===== config.mk =====
export PLATFORM = sky130hd
export DESIGN_NAME = alu_arbiter
export DESIGN_NICKNAME = d
export VERILOG_FILES = /design/src/rtl/alu_arbiter.sv
export SDC_FILE = /design/constraint.sdc
export NUM_CORES = 1
export LEC_CHECK = 0
export ABC_CLOCK_PERIOD_IN_PS = 2000
export BUFFER_PORTS_ARGS = -buffer_cell sky130_fd_sc_hd__buf_2
export CORE_AREA = 10 10 209 211
export DETAILED_ROUTE_END_ITERATION = 16
export DIE_AREA = 0 0 219 221
export PLACE_DENSITY = 0.55
export SYNTH_ARGS = -nofsm -noshare
export SYNTH_HDL_FRONTEND = slang
export SYNTH_SLANG_ARGS = --single-unit

===== constraint.sdc =====
create_clock -name clk -period 2 [get_ports clk]
set_input_delay 0.1 -clock clk [delete_from_list [all_inputs] [get_ports clk]]
set_output_delay 0.1 -clock clk [all_outputs]
set_load 0.02 [all_outputs]

===== src/rtl/alu_arbiter.sv =====
// Round-robin front end that shares one combinational ALU between two issue lanes.
// A winner's command is held in registers for EXEC_CYCLES cycles, and then {Y1,Y2} is returned tagged with its ID.
module alu_arbiter #(
    parameter int EXEC_CYCLES = 1
) (
    input  logic         clk,
    input  logic         rst,

    input  logic         req0_valid,
    output logic         req0_ready,
    input  logic [10:0]  req0_cmd,
    input  logic [127:0] req0_opnd,

    input  logic         req1_valid,
    output logic         req1_ready,
    input  logic [10:0]  req1_cmd,
    input  logic [127:0] req1_opnd,

    output logic         rsp_valid,
    input  logic         rsp_ready,
    output logic         rsp_id,
    output logic [63:0]  rsp_y,

    output logic [2:0]   alu_op,
    output logic         alu_form,
    output logic [1:0]   alu_vec,
    output logic [31:0]  alu_a,
    output logic [31:0]  alu_b,
    output logic [31:0]  alu_c,
    output logic [31:0]  alu_d,
    output logic         alu_copy_neg,
    output logic [3:0]   alu_copy_select,
    input  logic [31:0]  alu_y1,
    input  logic [31:0]  alu_y2,

    output logic         busy
);

    typedef enum logic [1:0] {
        IDLE = 2'd0,
        EXEC = 2'd1,
        RESP = 2'd2
    } state_t;

    localparam logic [3:0] EXEC_LAST = 4'(EXEC_CYCLES - 1);

    state_t        state;
    state_t        state_nxt;
    logic          last_grant;
    logic          grant;
    logic          accept;
    logic          cur_id;
    logic [3:0]    exec_cnt;
    logic [10:0]   sel_cmd;
    logic [127:0]  sel_opnd;

    // On a tie, the requester that did not win last time goes next.
    always_comb begin
        if (req0_valid && req1_valid) begin
            grant = ~last_grant;
        end else begin
            grant = req1_valid;
        end
    end

    assign req0_ready = (state == IDLE) && req0_valid && !grant;
    assign req1_ready = (state == IDLE) && req1_valid && grant;
    assign accept     = req0_ready || req1_ready;
    assign busy       = (state != IDLE);

    assign sel_cmd  = grant ? req1_cmd  : req0_cmd;
    assign sel_opnd = grant ? req1_opnd : req0_opnd;

    always_ff @(posedge clk) begin
        if (rst) begin
            state <= IDLE;
        end else begin
            state <= state_nxt;
        end
    end

    // NOTE: every combinational output gets a default first, so no path leaves it unassigned and no latch is inferred.
    always_comb begin
        state_nxt = state;
        unique case (state)
            IDLE: if (accept)          state_nxt = EXEC;
            EXEC: if (exec_cnt == '0)  state_nxt = RESP;
            RESP: if (rsp_ready)       state_nxt = IDLE;
            default:                   state_nxt = IDLE;
        endcase
    end

    // NOTE: sequential state uses non-blocking assignments, so every register samples values from before the edge.
    always_ff @(posedge clk) begin
        if (rst) begin
            alu_op          <= '0;
            alu_form        <= 1'b0;
            alu_vec         <= '0;
            alu_a           <= '0;
            alu_b           <= '0;
            alu_c           <= '0;
            alu_d           <= '0;
            alu_copy_neg    <= 1'b0;
            alu_copy_select <= '0;
            rsp_valid       <= 1'b0;
            rsp_id          <= 1'b0;
            rsp_y           <= '0;
            exec_cnt        <= '0;
            cur_id          <= 1'b0;
            last_grant      <= 1'b1;
        end else begin
            unique case (state)
                IDLE: begin
                    if (accept) begin
                        alu_op          <= sel_cmd[10:8];
                        alu_form        <= sel_cmd[7];
                        alu_vec         <= sel_cmd[6:5];
                        alu_copy_neg    <= sel_cmd[4];
                        alu_copy_select <= sel_cmd[3:0];
                        alu_a           <= sel_opnd[127:96];
                        alu_b           <= sel_opnd[95:64];
                        alu_c           <= sel_opnd[63:32];
                        alu_d           <= sel_opnd[31:0];
                        cur_id          <= grant;
                        last_grant      <= grant;
                        exec_cnt        <= EXEC_LAST;
                    end
                end
                EXEC: begin
                    if (exec_cnt == '0) begin
                        rsp_y     <= {alu_y1, alu_y2};
                        rsp_id    <= cur_id;
                        rsp_valid <= 1'b1;
                    end else begin
                        exec_cnt <= exec_cnt - 4'd1;
                    end
                end
                RESP: begin
                    if (rsp_ready) begin
                        rsp_valid <= 1'b0;
                    end
                end
                default: ;
            endcase
        end
    end

endmodule


==> flow_summary.toml <==
[cts]
cts_tree = "done"
post_cts_buffers = 0
htreeDepth = 1
cts.root.buffer_cell = "clkbuf_16"
path_clk_slew_ns = 0.07
numClockSinks = 213
cts_inserted_buffers = 25
insertion_delay_ns = 0.54
cts_buffer_depth = 3

[drt]
drtAntennaViolNets = 0
routed_via_density = 4.97
dr_total_vias = 12600
drt_first_pass_iters = 5
post_drt_wl_per_cell_um = 19.4
first_iter_violations = 950
drc = 0
routed_wl_mm = 49.0

[grt]
busiest_layer = "met2"
grt_pass1_wl_mm = 74.9
grtUsageTotal_pct = 19.0
use_met2_pct = 32.2
met1_usage_pct = 21.2
grt_util_met3_pct = 4.73
grt_remaining_overflow = 0
grt_max_degree = 74
antenna_found_initial = 13
first_global_vias = 13100

[die]
floorplan.initialDensity_pct = 23.0
rows = 73
die_h_um = 221
die_w_um = 219
coreArea_um2 = 39500
dieArea_um2 = 48400
ios = 555

[critical_path]
crit_fanout = 6
cp.required_ns = 1.90
cp-start-kind = "register"
path_class = "register to output pin"
cp.arrival_ns = 1.77
max_stage_delay_ns = 0.55
endpoint_kind = "output pin"
path_cells = "or3b_2 > nor2_2 > buf_2"
cpMaxStageDelayCell = "or3b_2"

[timing]
fin_crit_ns = 1.87
rsz0062_at_grt = "no"
tns_ns = 0
setup_viol = 0
relSlewSlack_pct = 60.4
finalClockSkew_ns = 0.0164
hold_viol_final = 0
max_freq_mhz = 534
tightestPinTransition_ns = 0.594
finalCritPeriodShare_pct = 93.7
slew_violations = 0

[synthesis]
netlist_area_um2 = 9060
synth_nets = 1486
synth.ff_latch_count = 213
yosysWarnings = 0
synth.avg_cell_area_um2 = 7.96
syn_inst = 1138
synth.distinct_cells = 32
ys_seq_area_share_pct = 47.1

[power]
power.density_nw_per_um2 = 818
ir_drop_mv = 0.563
cellLeakagePower_nw = 7.59

[worst_hold_path]
hold_class = "primary input to register"

[layout]
area_delta_synth_final_pct = 85.8
final_cell_mix = "buf_2 (553), dlygate4sd3_1 (344), nand2_1 (280), dfxtp_1 (213), a21oi_1 (208)"
fin_area_um2 = 16800
fill_cells = 3816
nets = 2320
drive_above_1_share_pct = 32.6
layout_commonest_cell = "buf_2"

[placement]
place_hpwl_mm = 31.7
place_area_um2 = 12500
io_buffers = 554
gp_congestion = 0.820

[job]
max_cap_violations = 0

[run_status]
status = "complete, no violations"
cell families after synthesis:
family / share of synthesized area (%)
flops: 47.1
buf+inv: 6.53
simple gates: 16.7
fa+ha+maj: 0.138
compound gates: 29.6
worst max-delay path, delay by kind of cell (launching register included):
family	cells	cell delay (ns)
buffers and inverters	1	0.18
flip-flops	1	0.38
AND/OR/NAND/NOR	2	0.68
metal layers:
layer / part of all wire (%) / vias up
li1: - / 5798
met1: 37 / 5893
met2: 49 / 694
met3: 8.4 / 169
met4: 5.2 / 0
met5: 0 / -
synth_stat cells (all sizes together):
master | instances | share of area, %
nand2b | 1 | 0.069
a211oi | 2 | 0.22
a21bo | 1 | 0.11
inv | 4 | 0.17
nand2 | 280 | 12
ha | 1 | 0.14
nand4b | 1 | 0.097
clkbuf | 65 | 2.7
a22oi | 2 | 0.17
nand3 | 66 | 3.6
dfxtp | 213 | 47
nor2 | 7 | 0.35
or2 | 1 | 0.069
a221o | 1 | 0.11
a21oi | 208 | 11
a21boi | 1 | 0.12
or3b | 3 | 0.29
nand3b | 1 | 0.083
o221ai | 2 | 0.19
or4 | 1 | 0.083
a311oi | 139 | 13
nor3b | 1 | 0.14
or3 | 2 | 0.14
buf | 66 | 3.7
o21ai | 67 | 3.7
nor2b | 2 | 0.14
where the power goes:
group | internal [W] | total [W] | leakage [nW] | switching (W)
registers | 0.00472 | 0.00498 | 1.76 | 0.000266
clock network | 0.00309 | 0.00500 | 0.440 | 0.00191
logic | 0.00159 | 0.00379 | 5.39 | 0.00220
path summary, 6_finish.rpt:
path	depth (start not counted)	from	slack, ns	end
min reg2reg	2	rsp_valid	0.47	rsp_valid
max reg2reg	6	exec_cnt[0]	0.23	rsp_id
min	2	rst	0.03	cur_id
max	3	state[1]	0.13	req0_ready
area by class of cell:
class	instances	area (µm²)	share of cell area, %
clock inverter	12	196	1.17
antenna	13	32.5	0.193
sequential	213	4260	25.3
tap	525	657	3.90
timing repair buffer	938	6720	39.9
clock buffer	33	696	4.13
inverter	4	15.0	0.0892
multi-input combinational	790	4250	25.2
registers in the layout, summed over array words and instances, names as in the netlist, 3 cells and up:
signal           flops
alu_d               32
alu_b               32
alu_op               3
rsp_y               64
alu_copy_select      4
alu_c               32
exec_cnt             4
alu_a               32
timing repair:
| action | in CTS | in global routing |
|---|---|---|
| resized for setup | 0 | 1 |
| hold endpoints to repair | 206 | 0 |
| hold buffers | 344 | 0 |
| setup endpoints to repair | 0 | 1 |
stage by stage:
stage	setup slack [ns]	util (%)	cells	hold WS (ns)	power (W)
5_1_grt	0.0306	42.7	2528	0.0533	0.0144
6_report	0.127	42.7	2528	0.0291	0.0138
4_1_cts	0.0494	42.6	2515	0.0159	0.0138
3_3_place_gp	0.274	31.6	2126	0.353	0.00821
3_5_place_dp	0.254	31.6	2126	0.362	0.00824
2_1_floorplan	0.397	-	1138	0.248	0.00685
Power figures use the tool's default switching activity.
